**src/rtl/ps2_keys_pkg.sv**
```systemverilog
// PS/2 set-2 key definitions shared by the scancode encoder and the keyboard decoder:
// key index constants, the make-code table and the break prefix.
package ps2_keys_pkg;

  localparam int NUM_KEYS_DEFAULT = 29;
  localparam logic [7:0] BREAK_PREFIX = 8'hF0;

  localparam int KEY_TILDE = 0,  KEY_1 = 1,  KEY_2 = 2,  KEY_3 = 3,  KEY_4 = 4;
  localparam int KEY_5 = 5,  KEY_6 = 6,  KEY_7 = 7,  KEY_8 = 8,  KEY_9 = 9;
  localparam int KEY_0 = 10, KEY_MINUS = 11, KEY_EQUALS = 12, KEY_BKSP = 13;
  localparam int KEY_TAB = 14, KEY_Q = 15, KEY_W = 16, KEY_E = 17, KEY_R = 18;
  localparam int KEY_T = 19, KEY_Y = 20, KEY_U = 21, KEY_I = 22, KEY_O = 23;
  localparam int KEY_P = 24, KEY_LBRACKET = 25, KEY_RBRACKET = 26;
  localparam int KEY_BSLASH = 27, KEY_SPACE = 28;

  localparam logic [7:0] KEY_CODES [NUM_KEYS_DEFAULT] = '{
    8'h0E, 8'h16, 8'h1E, 8'h26, 8'h25, 8'h2E, 8'h36, 8'h3D, 8'h3E, 8'h46,
    8'h45, 8'h4E, 8'h55, 8'h66, 8'h0D, 8'h15, 8'h1D, 8'h24, 8'h2D, 8'h2C,
    8'h35, 8'h3C, 8'h43, 8'h44, 8'h4D, 8'h54, 8'h5B, 8'h5D, 8'h29
  };

  typedef enum logic [1:0] {
    SCAN,
    SEND_BREAK,
    SEND_CODE
  } encState_t;

  // Keys beyond the table have no scancode; 8'h00 means "update silently".
  function automatic logic [7:0] keyCode(input logic [7:0] idx);
    logic [7:0] code;
    code = 8'h00;
    if (idx < 8'(NUM_KEYS_DEFAULT)) code = KEY_CODES[idx[4:0]];
    return code;
  endfunction

endpackage

```
**src/rtl/scancode_encoder_if.sv**
```systemverilog
// Byte stream handshake between the scancode encoder (master) and its consumer.
interface scancode_encoder_if;
  logic [7:0] byteOut;
  logic       byteValid;
  logic       byteReady;

  modport master (output byteOut, output byteValid, input byteReady);
  modport slave  (input byteOut, input byteValid, output byteReady);
endinterface

```
**src/rtl/typematic_timer.sv**
```systemverilog
// Auto-repeat timer for the scancode encoder; only built with SCANCODE_TYPEMATIC_EN.
`ifdef SCANCODE_TYPEMATIC_EN
module typematic_timer #(
  parameter int DELAY  = 25_000_000,
  parameter int PERIOD = 5_000_000
) (
  input  logic clk,
  input  logic reset,
  input  logic start,
  input  logic cancel,
  input  logic consume,
  output logic due
);
  logic [31:0] countReg;
  logic        armedReg;

  always_ff @(posedge clk) begin
    if (reset) begin
      countReg <= '0;
      armedReg <= 1'b0;
    end else if (start) begin
      armedReg <= 1'b1;
      countReg <= 32'(DELAY - 1);
    end else if (cancel) begin
      armedReg <= 1'b0;
    end else if (consume) begin
      countReg <= 32'(PERIOD - 1);
    end else if (armedReg && countReg != 32'd0) begin
      countReg <= countReg - 32'd1;
    end
  end

  assign due = armedReg && (countReg == 32'd0);
endmodule
`endif

```
**src/rtl/scancode_encoder.sv**
```systemverilog
// Scans keyState against the last transmitted state and emits PS/2 make/break bytes.
// Optional auto-repeat of the last pressed key is enabled by SCANCODE_TYPEMATIC_EN.
module scancode_encoder
  import ps2_keys_pkg::*;
#(
  parameter int NUM_KEYS         = NUM_KEYS_DEFAULT,
  parameter int TYPEMATIC_DELAY  = 25_000_000,
  parameter int TYPEMATIC_PERIOD = 5_000_000
) (
  input  logic                CLOCK_50,
  input  logic                reset,
  input  logic [NUM_KEYS-1:0] keyState,
  output logic                busy,
  scancode_encoder_if.master  byteBus
);
  localparam int IDX_W = (NUM_KEYS > 1) ? $clog2(NUM_KEYS) : 1;
  typedef logic [IDX_W-1:0] idx_t;

  encState_t           stateReg;
  idx_t                idxReg;
  idx_t                latchIdxReg;
  logic                latchDirReg;
  logic [NUM_KEYS-1:0] shadowReg;
  logic [7:0]          byteOutReg;
  logic                byteValidReg;

  function automatic idx_t nextIdx(input idx_t i);
    return (i == idx_t'(NUM_KEYS - 1)) ? '0 : i + 1'b1;
  endfunction

  logic       mismatch;
  logic       transfer;
  logic [7:0] scanCode;
  logic [7:0] latchCode;

  assign mismatch  = keyState[idxReg] != shadowReg[idxReg];
  assign transfer  = byteValidReg && byteBus.byteReady;
  assign scanCode  = keyCode(8'(idxReg));
  assign latchCode = keyCode(8'(latchIdxReg));

`ifdef SCANCODE_TYPEMATIC_EN
  logic repeatDue;
  logic repeatReg;
  idx_t repeatIdxReg;
  logic issueRepeat;
  logic codeDone;

  assign codeDone    = (stateReg == SEND_CODE) && transfer && !repeatReg;
  assign issueRepeat = (stateReg == SCAN) && !mismatch && repeatDue && keyState[repeatIdxReg];

  typematic_timer #(
    .DELAY  (TYPEMATIC_DELAY),
    .PERIOD (TYPEMATIC_PERIOD)
  ) timer (
    .clk     (CLOCK_50),
    .reset   (reset),
    .start   (codeDone && latchDirReg),
    .cancel  (codeDone && !latchDirReg && latchIdxReg == repeatIdxReg),
    .consume (issueRepeat),
    .due     (repeatDue)
  );

  always_ff @(posedge CLOCK_50) begin
    if (reset) begin
      repeatReg    <= 1'b0;
      repeatIdxReg <= '0;
    end else begin
      if (issueRepeat) repeatReg <= 1'b1;
      else if (stateReg == SEND_CODE && transfer) repeatReg <= 1'b0;
      if (codeDone && latchDirReg) repeatIdxReg <= latchIdxReg;
    end
  end
`endif

  always_ff @(posedge CLOCK_50) begin
    if (reset) begin
      stateReg     <= SCAN;
      idxReg       <= '0;
      latchIdxReg  <= '0;
      latchDirReg  <= 1'b0;
      shadowReg    <= '0;
      byteOutReg   <= 8'h00;
      byteValidReg <= 1'b0;
    end else begin
      case (stateReg)
        SCAN: begin
          if (mismatch) begin
            latchIdxReg <= idxReg;
            latchDirReg <= keyState[idxReg];
            if (scanCode == 8'h00) begin
              shadowReg[idxReg] <= keyState[idxReg];
              idxReg            <= nextIdx(idxReg);
            end else begin
              byteValidReg <= 1'b1;
              byteOutReg   <= keyState[idxReg] ? scanCode : BREAK_PREFIX;
              stateReg     <= keyState[idxReg] ? SEND_CODE : SEND_BREAK;
            end
`ifdef SCANCODE_TYPEMATIC_EN
          end else if (issueRepeat) begin
            latchIdxReg  <= repeatIdxReg;
            latchDirReg  <= 1'b1;
            byteOutReg   <= keyCode(8'(repeatIdxReg));
            byteValidReg <= 1'b1;
            stateReg     <= SEND_CODE;
`endif
          end else begin
            idxReg <= nextIdx(idxReg);
          end
        end
        SEND_BREAK: begin
          if (transfer) begin
            byteOutReg <= latchCode;
            stateReg   <= SEND_CODE;
          end
        end
        SEND_CODE: begin
          if (transfer) begin
            byteValidReg <= 1'b0;
            stateReg     <= SCAN;
`ifdef SCANCODE_TYPEMATIC_EN
            // Repeats leave the scan position and the transmitted state untouched.
            if (!repeatReg) begin
              shadowReg[latchIdxReg] <= latchDirReg;
              idxReg                 <= nextIdx(latchIdxReg);
            end
`else
            shadowReg[latchIdxReg] <= latchDirReg;
            idxReg                 <= nextIdx(latchIdxReg);
`endif
          end
        end
        default: stateReg <= SCAN;
      endcase
    end
  end

  assign busy              = stateReg != SCAN;
  assign byteBus.byteOut   = byteOutReg;
  assign byteBus.byteValid = byteValidReg;
endmodule

```
**src/flat_wrapper.sv**
```systemverilog
// flat-port wrapper written by rule: the top's interface ports become plain ports
module scancode_encoder_flat import ps2_keys_pkg::*;
#(
  parameter int NUM_KEYS         = NUM_KEYS_DEFAULT,
  parameter int TYPEMATIC_DELAY  = 25_000_000,
  parameter int TYPEMATIC_PERIOD = 5_000_000
)
  (CLOCK_50, reset, keyState, busy, byteBus_byteOut, byteBus_byteValid, byteBus_byteReady);
  scancode_encoder_if byteBus_i ();
  input  logic CLOCK_50;
  input  logic reset;
  input  logic [NUM_KEYS-1:0] keyState;
  output logic busy;
  output wire logic [$bits(byteBus_i.byteOut)-1:0] byteBus_byteOut;
  output wire logic [$bits(byteBus_i.byteValid)-1:0] byteBus_byteValid;
  input wire logic [$bits(byteBus_i.byteReady)-1:0] byteBus_byteReady;
  assign byteBus_byteOut = byteBus_i.byteOut;
  assign byteBus_byteValid = byteBus_i.byteValid;
  assign byteBus_i.byteReady = byteBus_byteReady;
  scancode_encoder #(.NUM_KEYS(NUM_KEYS), .TYPEMATIC_DELAY(TYPEMATIC_DELAY), .TYPEMATIC_PERIOD(TYPEMATIC_PERIOD)) u_core (.CLOCK_50(CLOCK_50), .reset(reset), .keyState(keyState), .busy(busy), .byteBus(byteBus_i));
endmodule
```
**config.mk**
```make
export PLATFORM = sky130hd
export DESIGN_NAME = scancode_encoder_flat
export DESIGN_NICKNAME = d
export VERILOG_FILES = /design/src/rtl/ps2_keys_pkg.sv /design/src/rtl/scancode_encoder_if.sv /design/src/rtl/typematic_timer.sv /design/src/rtl/scancode_encoder.sv /design/src/flat_wrapper.sv
export SDC_FILE = /design/constraint.sdc
export NUM_CORES = 1
export LEC_CHECK = 0
export ABC_CLOCK_PERIOD_IN_PS = 2800
export BUFFER_PORTS_ARGS = -buffer_cell sky130_fd_sc_hd__buf_2
export CORE_MARGIN = 3
export CORE_UTILIZATION = 40
export DETAILED_ROUTE_END_ITERATION = 8
export MAX_ROUTING_LAYER = met4
export SYNTH_ARGS = -nofsm -noshare
export SYNTH_HDL_FRONTEND = slang
export SYNTH_SLANG_ARGS = --single-unit
```
**constraint.sdc**
```tcl
create_clock -name CLOCK_50 -period 2.8 [get_ports CLOCK_50]
set_clock_uncertainty 0.15 [all_clocks]
set_input_delay 0.42 -clock CLOCK_50 [delete_from_list [all_inputs] [get_ports CLOCK_50]]
set_output_delay 0.42 -clock CLOCK_50 [all_outputs]
set_load 0.02 [all_outputs]
```
# After elaboration in Yosys (flattened, before gate mapping)
# Memory sizes are Yosys's and may differ from the RTL's.
# Cells that the tools add are included.
# Widths: inputs -> output; s select.
# classes
addsub	2
magnitude_cmp	8
eq_ne	11
muxes	41
n_bitwise	2
reduce_logical	14
# ops
op	n
$mux 29	3
$mux 8	10
$bwmux 29	2
$pmux 29 s2	1
$mux 5	5
$pmux 8 s2	1
$reduce_and 4->1	4
$ge 6x6->1 const B	2
$lt 5x6->1 const B	2
$not 5->6	2
$add 5x1->5 const B	2
$bmux 1 s5	2
$demux 1 s5	2
$eq 5x5->1 const B	2
$ge 5x1->1 const B	2
$lt 5x5->1 const B	2
$mux 2	5
$pmux 5 s2	1
$logic_not 8->1	1
$ne 2x1->1 const B	4
$mux 1	7
$pmux 2 s3	1
$reduce_bool 2->1	3
$logic_and 1x1->1	3
9 further kinds	9
# word_totals
ff_bits	51
romBits	512
in_bits	32
output_inout_bits	10
word_cells	87
n_memories	2
# memory_table
name	words	word_bits	rd	rd_ports_with_merged_regs	wr	line	rtl
(name not given)	32	8	1	0	0	ps2_keys_pkg.sv:32	if (idx < 8'(NUM_KEYS_DEFAULT)) code = KEY_CODES[idx[4:0]];
(name not given)	32	8	1	0	0	ps2_keys_pkg.sv:32	

# Longest topological paths before layout
# depth
depth_word	9
depth_mapped	11
depth_no_buf	9

# Worst setup path after synthesis
# OpenSTA, ideal clock, no wires.
# synth_path
path_type	register to register
start	register u_core.idxReg[0]
end	register u_core.byteOutReg[0], in the netlist u_core.byteBus.byteOut[0]
setup_ns	0.123
t_arrival_ns	2.394
required_time_ns	2.527
path_slack_ns	0.133
path_stages_with_launch	9
n_path_buf	2
synth_period_minus_slack_ns	2.667
cell_sequence	dfxtp_1 buf_6 buf_6 mux4_2 a32oi_4 nand3_4 xnor2_4 a2bb2oi_4 mux2_1
# synth_via
elab_chain_len	9
elab_cells_between_ends	19
classes_between	1 x order compare; 3 x eq/ne; 11 x mux; 1 x bitwise; 2 x reduce/logical; 1 x memory
# synth_lines
item	line	rtl
start: declaration	scancode_encoder.sv:20	idx_t idxReg;
start signal: assignment	scancode_encoder.sv:92	idxReg <= nextIdx(idxReg);
start signal: assignment	scancode_encoder.sv:107	idxReg <= nextIdx(idxReg);
start signal: assignment	scancode_encoder.sv:128	idxReg <= nextIdx(latchIdxReg);
$not 5->6 (not written as such)	ps2_keys_pkg.sv:32	
$mem_v2 32x8	n/a	
$mux 8 (not written as such) (2 in series)	ps2_keys_pkg.sv:32	
$mux 8	ps2_keys_pkg.sv:32	
$mux 8	scancode_encoder.sv:95	byteOutReg <= keyState[idxReg] ? scanCode : BREAK_PREFIX;
$mux 8	scancode_encoder.sv:90	if (scanCode == 8'h00) begin
$mux 8	scancode_encoder.sv:87	if (mismatch) begin
$pmux 8 s2	scancode_encoder.sv:85	case (stateReg)
end signal: assignment	scancode_encoder.sv:95	
end signal: assignment	scancode_encoder.sv:112	byteOutReg <= latchCode;
end: declaration	scancode_encoder.sv:24	logic [7:0] byteOutReg;
# Several ways; a longest one is shown, not always the timed one. The select of a mux whose other input is x is not followed.
# A chain may end at the register's enable or synchronous reset.

# Final worst setup path
# layout_path
start	register u_core.idxReg[1]
end	register u_core.idxReg[3]
# layout_via
elab_chain_len	8
elab_cells_between_ends	20
classes_between	1 x add/sub; 1 x order compare; 3 x eq/ne; 11 x mux; 1 x bitwise; 2 x reduce/logical; 1 x memory
# layout_lines
item	line
$not 5->6 (not written as such)	ps2_keys_pkg.sv:32
$mem_v2 32x8	n/a
$mux 8 (not written as such) (2 in series)	ps2_keys_pkg.sv:32
$mux 8	ps2_keys_pkg.sv:32
$logic_not 8->1	scancode_encoder.sv:90
$ne 3x3->1 (no line)	n/a
$reduce_and 3->1 (no line)	n/a
# Several ways; a longest one is shown, not always the timed one. The select of a mux whose other input is x is not followed.

==> results.toml <==
[layout]
area_growth_pct = 15.83
diodes = 0
finalNetCount = 581
final_area_um2 = 4496
drive_gt1_share_pct = 19.48

[clock_network]
clock_path_buffers = 2
cts_tree = "yes"
clock-root-buffer = "clkbuf_8"
numCtsBuffers = 5
htreeDepth = 2
path_clk_slew_ps = 110
clk_latency_ps = 310
clock-sinks = 51

[synth]
synth_seq_cells = 51
synth_nets = 536
synth_edf_count = 0
seq_area_frac_synth_pct = 26.31
yosys.cell_types.count = 66
synth_ff_type = "dfxtp_1"
syn_area_um2 = 3881
async_flop_share_pct = 0
yosys_warnings = 0
synthCells = 488
avgSynthCellArea_um2 = 7.953

[power_and_ir_drop]
power.density_nw_per_um2 = 906.5
p_leak_nw = 1.747
p_comb_share_pct = 64.1
finalPower_w = 0.004075
peakVddDrop_mv = 0.3055
swShare_pct = 47.49
power_frac_seq_pct = 24.4
p_int_w = 0.002140
power_switching_w = 0.001935
power_frac_clock_pct = 11.5

[timing]
max_freq_ghz = 0.3737
fin_tns_setup_ps = 0
fin_crit_sh_pct = 95.58
relSlewSlack_pct = 50.28
hold_viol = 0
setup_viol = 0
rsz0062_at_grt = "no"
period_minus_slack_ps = 2676
drv_slew = 0
finalHoldWorstSlack_ps = 282.8
tightest_slew_ps = 745.8

[routing]
drc = 0
dr.first_iter.drc_count = 327
drt-total-wl_um = 11450
drt_first_pass_iters = 5
ant_nets = 0
via_per_inst = 5.719
via_count = 3792
avgRoutedWirePerCell_um = 17.27

[min_path]
hp-class = "in2reg"
min_from = "reset"
whs_path_depth = 2
hold_path_end = "u_core.byteBus.byteOut[7]"

[place]
dp_hpwl_um = 8701
io_buffer_count = 41
place_congestion = 0.8853
place_area_um2 = 4368

[setup_path]
critPathMaxFanout = 5
cp.arrival_ps = 2720
cp-start-kind = "register"
r2r_setup_slack_ps = 120
critPathRequiredTime_ps = 2850
reg2reg_depth = 10
r2r_start = "u_core.idxReg[1]"
worstSetupPathType = "reg2reg"
r2r-end = "u_core.idxReg[3]"
end_kind = "register"

[global_routing]
antenna_found_initial = 0
grt_first_pass_wirelength_um = 18550
grt_use_total_pct = 21.47
grt_pass1_vias = 3500
grt-ovfl-total = 0
grt_max_degree = 38

[die]
core_region_area_um2 = 9328
pin_count = 42
row_count = 35
start_util_pct = 41.61
die_x_um = 104.5
die-height_um = 104.5
die_area_um2 = 10920

[outcome]
outcome = "finished clean"

[job]
cap_violations = 0
-- critical path: stages, from the launching register on --
cell     delay, ps
dfxtp_2        390
mux4_2         510
or2_1          210
a32oi_1        270
and3_1         200
buf_4          150
buf_4          150
o31ai_2         70
buf_4          170
o31ai_1        240
a21oi_1         60
-- cells in the final DEF (no fill, tap or decap), drive strengths merged, types with 2 or more instances in the layout --
cell type,synthesis,routed
nor4,3,3
clkinv,2,4
a21oi,37,37
o311ai,2,2
nor3,10,10
xnor2,7,7
or4b,2,2
nand3,35,35
dfxtp,51,51
a41oi,2,2
mux2i,44,44
mux4,5,5
buf,16,75
a32oi,3,3
and2,2,2
a311oi,4,4
o32ai,7,7
a22oi,3,3
or3,2,2
nor2b,8,8
nand2b,11,11
nor2,54,54
nand4,4,4
mux2,4,4
nand2,43,43
a221oi,4,4
inv,20,21
or4bb,2,2
o21ai,22,22
o31ai,6,6
a211oi,6,6
ha,16,16
a31oi,4,4
and3,3,3
o22ai,3,3
clkbuf,21,5
-- cell usage after synthesis (5+ instances only) --
master / n / area (um2)
nand3_1: 34 / 170.2
nor3_1: 10 / 50.05
mux4_2: 5 / 112.6
a21oi_1: 36 / 180.2
o31ai_1: 5 / 37.54
clkbuf_1: 21 / 78.83
o21ai_0: 21 / 105.1
mux2i_1: 44 / 440.4
buf_1: 5 / 18.77
nor2b_1: 8 / 50.05
buf_2: 6 / 30.03
inv_1: 20 / 75.07
nor2_1: 54 / 202.7
xnor2_1: 6 / 52.55
a211oi_1: 6 / 45.04
nand2_1: 43 / 161.4
o32ai_1: 7 / 61.31
ha_1: 16 / 200.2
nand2b_1: 11 / 68.82
dfxtp_1: 51 / 1021
-- through the flow --
| step | util [%] | instances | setup slack [ps] |
|---|---|---|---|
| 3_3_place_gp | 46.83 | 655 | -21.14 |
| 6_report | 48.20 | 663 | 123.7 |
| 2_1_floorplan | - | 488 | 133.0 |
| 3_5_place_dp | 46.83 | 655 | -6.069 |
| 4_1_cts | 47.97 | 663 | 64.57 |
| 5_1_grt | 48.20 | 663 | 19.66 |
-- logic make-up (layout without fill, tap and decap cells) --
group / count (synthesis) / count (layout) / share of synthesized area (%)
and+or+nand+nor: 184 / 184 / 23.31
AOI/OAI and AO/OA: 116 / 116 / 20.70
buffers and inverters: 59 / 105 / 6.577
muxes: 53 / 53 / 15.41
DFF: 51 / 51 / 26.31
adders and majority gates: 17 / 17 / 5.416
xor gates and xnor gates: 8 / 8 / 2.289
-- worst max-delay path by stage --
stage	end	cells after the start	start	slack, ps
2_1_floorplan	u_core.byteBus.byteOut[0]	8	u_core.idxReg[0]	130
3_3_place_gp	u_core.idxReg[0]	9	u_core.idxReg[3]	-20
3_5_place_dp	u_core.idxReg[0]	10	u_core.idxReg[1]	-6
4_1_cts	u_core.idxReg[1]	9	u_core.idxReg[4]	60
5_1_grt	u_core.byteBus.byteOut[3]	11	u_core.idxReg[1]	20
6_report	u_core.idxReg[3]	10	u_core.idxReg[1]	120
-- registers in the layout, summed over array words and instances (netlist names) --
name	flops
u_core.byteBus.byteValid	1
u_core.shadowReg	29
u_core.latchIdxReg	5
u_core.stateReg	2
u_core.latchDirReg	1
u_core.idxReg	5
u_core.byteBus.byteOut	8
-- power groups by stage --
stage	Clock [W]	Combinational [W]	Sequential [W]
final	0.000467	0.00261	0.000996
after global routing	0.000507	0.00285	0.00102
after CTS	0.000484	0.00258	0.000988
after detailed placement	0	0.00256	0.00100
after global placement	0	0.00255	0.00100
after floorplan	0	0.00178	0.000957
-- layer usage --
metal	global-route usage, %	routed length (um)	vias up
li1	-	-	1856
met1	28.38	5185	1803
met2	34.18	5400	119
met3	3.538	663	14
met4	5.508	201	0
met5	-	0	-
-- final cells by class --
cell class	instances	area (um2)
clock buffer	5	68.82
clock inverter	3	28.78
fill	933	4832
inverter	22	82.58
multi-input combinational	378	2625
sequential	51	1027
tap	129	161.4
timing repair buffer	75	501.7
-- repair_timing --
action                                  CTS  global route
buffers inserted                          0             0
endpoints found under the setup margin    9            14
hold buffers                              0             0
gates cloned                              0             0
resized for setup                         2             8
pin swaps                                 0             1
Note: power is estimated with default switching activity, not from simulation.
